<file path="src/rtl/pressure_calc.sv">
// Gas pressure calculator: P = K*n*T/V, computed by a 16-step restoring divider that
// restarts whenever the inputs differ from those captured by the previous run.
module pressure_calc #(
  parameter int unsigned K = 40
) (
  input  logic       clk,
  input  logic       clear,
  input  logic [7:0] Q,
  input  logic [2:0] temp,
  input  logic [2:0] numMoles,
  output logic [7:0] pressure,
  output logic       valid,
  output logic       busy,
  output logic       update,
  output logic       saturated
);

  typedef enum logic [1:0] {StIdle, StDiv, StDone} state_t;

  state_t state, stateNext;

  logic [7:0]  qClamp, vol;
  logic [2:0]  tVal, nVal;
  logic [15:0] numer;

  logic [7:0]  snapQ;
  logic [2:0]  snapTemp, snapMoles;
  logic        forceRun;
  logic        change;

  logic [15:0] dividend, quot;
  logic [7:0]  divisor, rem;
  logic [3:0]  bitCnt;

  logic [8:0]  remShift;
  logic [7:0]  remDiff;
  logic        remGe;

  // Operand conditioning from the live inputs; V is never zero.
  always_comb begin
    qClamp = Q;
    if (Q == 8'd0) begin
      qClamp = 8'd1;
    end else if (Q > 8'd200) begin
      qClamp = 8'd200;
    end
    vol   = 8'd201 - qClamp;
    tVal  = (temp > 3'd4) ? 3'd5 : temp + 3'd1;
    nVal  = (numMoles > 3'd5) ? 3'd5 : numMoles;
    numer = 16'(K) * {13'd0, tVal} * {13'd0, nVal};
  end

  assign change = forceRun || (Q != snapQ) || (temp != snapTemp) || (numMoles != snapMoles);
  assign busy   = (state == StDiv) || (state == StDone);

  // One restoring-division step: shift in the next dividend bit, subtract if it fits.
  always_comb begin
    remShift = {rem, dividend[15]};
    remGe    = (remShift >= {1'b0, divisor});
    remDiff  = 8'(remShift - {1'b0, divisor});
  end

  // Next-state logic.
  always_comb begin
    stateNext = state;
    unique case (state)
      StIdle: if (change) stateNext = StDiv;
      StDiv:  if (bitCnt == 4'd0) stateNext = StDone;
      StDone: stateNext = StIdle;
      default: stateNext = StIdle;
    endcase
  end

  // State register.
  always_ff @(posedge clk) begin
    if (clear) begin
      state <= StIdle;
    end else begin
      state <= stateNext;
    end
  end

  // Snapshot, divider datapath and registered results.
  always_ff @(posedge clk) begin
    if (clear) begin
      pressure  <= 8'd0;
      saturated <= 1'b0;
      valid     <= 1'b0;
      update    <= 1'b0;
      forceRun  <= 1'b1;
      snapQ     <= 8'd0;
      snapTemp  <= 3'd0;
      snapMoles <= 3'd0;
      dividend  <= 16'd0;
      quot      <= 16'd0;
      divisor   <= 8'd0;
      rem       <= 8'd0;
      bitCnt    <= 4'd0;
    end else begin
      update <= 1'b0;
      unique case (state)
        StIdle: begin
          if (change) begin
            snapQ     <= Q;
            snapTemp  <= temp;
            snapMoles <= numMoles;
            forceRun  <= 1'b0;
            dividend  <= numer;
            divisor   <= vol;
            rem       <= 8'd0;
            quot      <= 16'd0;
            bitCnt    <= 4'd15;
          end
        end
        StDiv: begin
          dividend <= {dividend[14:0], 1'b0};
          rem      <= remGe ? remDiff : remShift[7:0];
          quot     <= {quot[14:0], remGe};
          bitCnt   <= bitCnt - 4'd1;
        end
        StDone: begin
          pressure  <= (quot > 16'd255) ? 8'd255 : quot[7:0];
          saturated <= (quot > 16'd255);
          valid     <= 1'b1;
          update    <= 1'b1;
        end
        default: ;
      endcase
    end
  end

endmodule

</file>
<file path="config.mk">
export PLATFORM = sky130hd
export DESIGN_NAME = pressure_calc
export DESIGN_NICKNAME = d
export VERILOG_FILES = /design/src/rtl/pressure_calc.sv
export SDC_FILE = /design/constraint.sdc
export NUM_CORES = 1
export LEC_CHECK = 0
export CORE_AREA = 2 2 97 99
export DETAILED_ROUTE_END_ITERATION = 10
export DIE_AREA = 0 0 99 101
export PLACE_DENSITY_LB_ADDON = 0.08
export SLEW_MARGIN = 25
export SYNTH_ARGS = -nofsm -noshare
export SYNTH_HDL_FRONTEND = slang
export SYNTH_SLANG_ARGS = --single-unit
</file>
<file path="constraint.sdc">
create_clock -name clk -period 5.3 [get_ports clk]
set_input_delay 1.06 -clock clk [delete_from_list [all_inputs] [get_ports clk]]
set_output_delay 1.06 -clock clk [all_outputs]
set_load 0.03 [all_outputs]
</file>
==> results.tsv <==
stage	metric	value	unit
outcome	outcome	finished, final reports clean	
synth	synth_ff_type	dfxtp_1	
place	dp_hpwl	5960	microns
cts	clockBufferDepth	2	
critical_path	cp.arrival	4.77	ns
hold_path	hold_class	reg -> reg	
timing	hold_viol_final	0	
run	cap_violations	0	
synth	synth-seq-area-share	36.0	%
cts	ctsHoldBuffers	0	
synth	syn-cell-area	4280	sq um
timing	relSlewSlack	53.1	%
global_routing	grt_max_degree	55	
place	numPortBuffers	27	
synth	synth-async-reset-ratio	0	%
synth	ys_ff_latch	77	
synth	synth_nets	541	
synth	netlist_instances	493	
global_routing	antenna_found_initial	0	
floorplanning	boundaryPins	28	
detailed_routing	post_drt_wl_per_cell	13.7	microns
final_layout	area_delta_synth_final	9.50	%
final_layout	fin_nets	555	
critical_path	cp-end-kind	flop	
synth	synth_cell_types	58	
power	vdd_drop_max	0.216	mV
final_layout	postLayoutCellArea	4690	sq um
timing	fmax	219	MHz
cts	clk_pin_slew	0.08	ns
detailed_routing	drc	0	
final_layout	final_common_cell	dfxtp_1	
critical_path	setup.worst_path.start_class	input pin	
power	p_int	0.00140	W
global_routing	gr-total-overflow	0	
final_layout	final_cell_mix	dfxtp_1 (77), nor2_1 (76), inv_1 (31)	
power	power.leakage	1.93	nW
place	place_congestion	0.856	
timing	slew_violations	0	
cts	cts_setup_buffers	0	
floorplanning	die_h	101	microns
synth	synth_edf_count	0	
cts	clk_latency	0.35	ns
detailed_routing	drt_wl_total	8570	microns
synth	yosysWarnings	0	
place	place_area	4500	sq um
timing	min_period_over_period	86.1	%
detailed_routing	drtIter0Drc	117	
timing	setup_viol	0	
critical_path	crit_required	5.51	ns
timing	tightestPinTransition	0.704	ns
floorplanning	start_util	47.7	%
place	placed_cells	607	
final_layout	layout.cells.non_filler	623	
critical_path	cp_max_fo	6	
power	power_frac_seq	32.7	%
global_routing	track_usage	18.4	%
global_routing	first_global_vias	3249	
power	switchingPower	0.00105	W
timing	rsz0062_at_grt	false	
detailed_routing	ant_nets	0	
final_layout	antennaDiodeCount	0	
cts	cts_sinks	77	
detailed_routing	vias	3329	
floorplanning	die_area	10000	sq um
cts	cts_tree	built	
timing	setup_tns	0	ns
final_layout	final_layout_size_suffix_gt1_share	6.05	%
timing	finalCriticalPeriod	4.56	ns
cts	clock-root-buffer	clkbuf_8	
detailed_routing	avgViaCountPerCell	5.34	
floorplanning	die_w	99	microns
critical_path	crit_type	in -> reg	
power	p_sw_share	42.7	%
timing	finalClockSkew	0.0138	ns
global_routing	grt_pass1_wl	15100	microns
power	pwr-share-comb	50.1	%
cts	cts_buffers	9	
synth	avgSynthCellArea	8.68	sq um
cts	htree_levels	3	
final_layout	fill_cells	875	
floorplanning	core	8980	sq um
floorplanning	num_rows	35	
cts	cts.repair.resized	0	
detailed_routing	first_pass_iters	4	
power	pwr_density_cell	523	nW/um^2
power	p_clk_share	17.2	%
-- worst max-delay path, stage by stage --
cell	delay, ns
clkdlybuf4s50_1	0.51
inv_1	0.10
ha_1	0.16
nand2b_1	0.16
nand2_1	0.11
ha_1	0.21
ha_1	0.18
ha_1	0.30
nand2_1	0.08
fa_1	0.50
inv_1	0.04
ha_1	0.32
nor2b_1	0.16
o21a_1	0.18
o21a_1	0.18
o21a_1	0.16
o311ai_0	0.27
a21oi_1	0.11
-- per-layer routing --
| layer | global-route usage, % | routed length, microns | part of all wire [%] | up-vias |
|---|---|---|---|---|
| li1 | - | - | - | 1722 |
| met1 | 24.7 | 4330 | 51 | 1575 |
| met2 | 30.4 | 3970 | 46 | 24 |
| met3 | 3.54 | 183 | 2.1 | 8 |
| met4 | 4.95 | 88 | 1.0 | 0 |
| met5 | 0 | 0 | 0 | - |
-- Yosys cell counts (3+ instances only) --
cell | instances | share of area, %
a21boi_0 | 3 | 0.53
nor3b_1 | 3 | 0.53
nand3_1 | 5 | 0.58
o21a_1 | 5 | 0.88
o31a_1 | 3 | 0.61
buf_8 | 3 | 1.1
a211oi_1 | 9 | 1.6
xnor2_1 | 5 | 1.0
o211ai_1 | 4 | 0.70
nor2b_1 | 11 | 1.6
and2_1 | 6 | 0.88
clkbuf_1 | 12 | 1.1
a22oi_1 | 20 | 3.5
nor4_1 | 4 | 0.58
inv_1 | 31 | 2.7
nor2_1 | 76 | 6.7
xor2_1 | 14 | 2.9
nand2_1 | 26 | 2.3
mux2i_1 | 19 | 4.4
nor3_1 | 20 | 2.3
nand3b_1 | 6 | 1.1
buf_6 | 8 | 2.1
fa_1 | 6 | 2.8
a21oi_1 | 25 | 2.9
o21ai_0 | 18 | 2.1
ha_1 | 26 | 7.6
nand2b_1 | 10 | 1.5
dfxtp_1 | 77 | 36
-- worst paths after layout --
path / cells past startpoint / endpoint / slack (ns) / startpoint
setup / recovery: 18 / dividend[11] / 0.74 / temp[0]
hold reg to reg: 2 / dividend[8] / 0.46 / dividend[8]
hold / removal: 2 / dividend[8] / 0.46 / dividend[8]
setup reg to reg: 8 / rem[0] / 2.93 / divisor[2]
-- layout make-up --
type	instances	area, sq um	area share, %
Clock inverter	7	57.6	1.23
Tap cell	111	139	2.96
Sequential cell	77	1540	32.9
Inverter	31	116	2.48
Clock buffer	9	124	2.64
Timing Repair Buffer	30	288	6.14
Multi-Input combinational cell	358	2420	51.6
-- cells by family (layout without fill, tap and decap cells) --
group	count (synthesis)	in the layout	synth area share (%)
simple gates	181	181	20.6
compound gates	106	106	17.0
flops	77	77	36.0
buf+inv	58	77	7.43
fa+ha+maj	32	32	10.4
mux	20	20	4.71
xor+xnor	19	19	3.89
-- power by group through the flow --
stage	Combinational, W	Sequential [W]	Clock, W
floorplan	0.00100	0.000834	0
global placement	0.00121	0.000811	0
detailed placement	0.00123	0.000816	0
CTS	0.00124	0.000803	0.000435
global route	0.00139	0.000820	0.000460
finish	0.00123	0.000801	0.000420
-- flip-flops by register name, summed over array words and instances (netlist names), 3 cells and up --
register,count
rem,8
dividend,13
snapTemp,3
pressure,8
quot,16
snapQ,8
bitCnt,4
divisor,8
snapMoles,3
-- metrics by stage --
stage,setup WS (ns),utilization [%],hold slack [ns],power [W]
6_report,0.736,52.2,0.457,0.00245
5_1_grt,0.383,52.2,0.473,0.00267
4_1_cts,0.745,52.2,0.459,0.00247
3_5_place_dp,0.377,50.2,0.448,0.00204
3_3_place_gp,0.474,50.2,0.441,0.00202
2_1_floorplan,1.17,-,0.427,0.00184
Note: power is estimated with default switching activity, not from simulation.
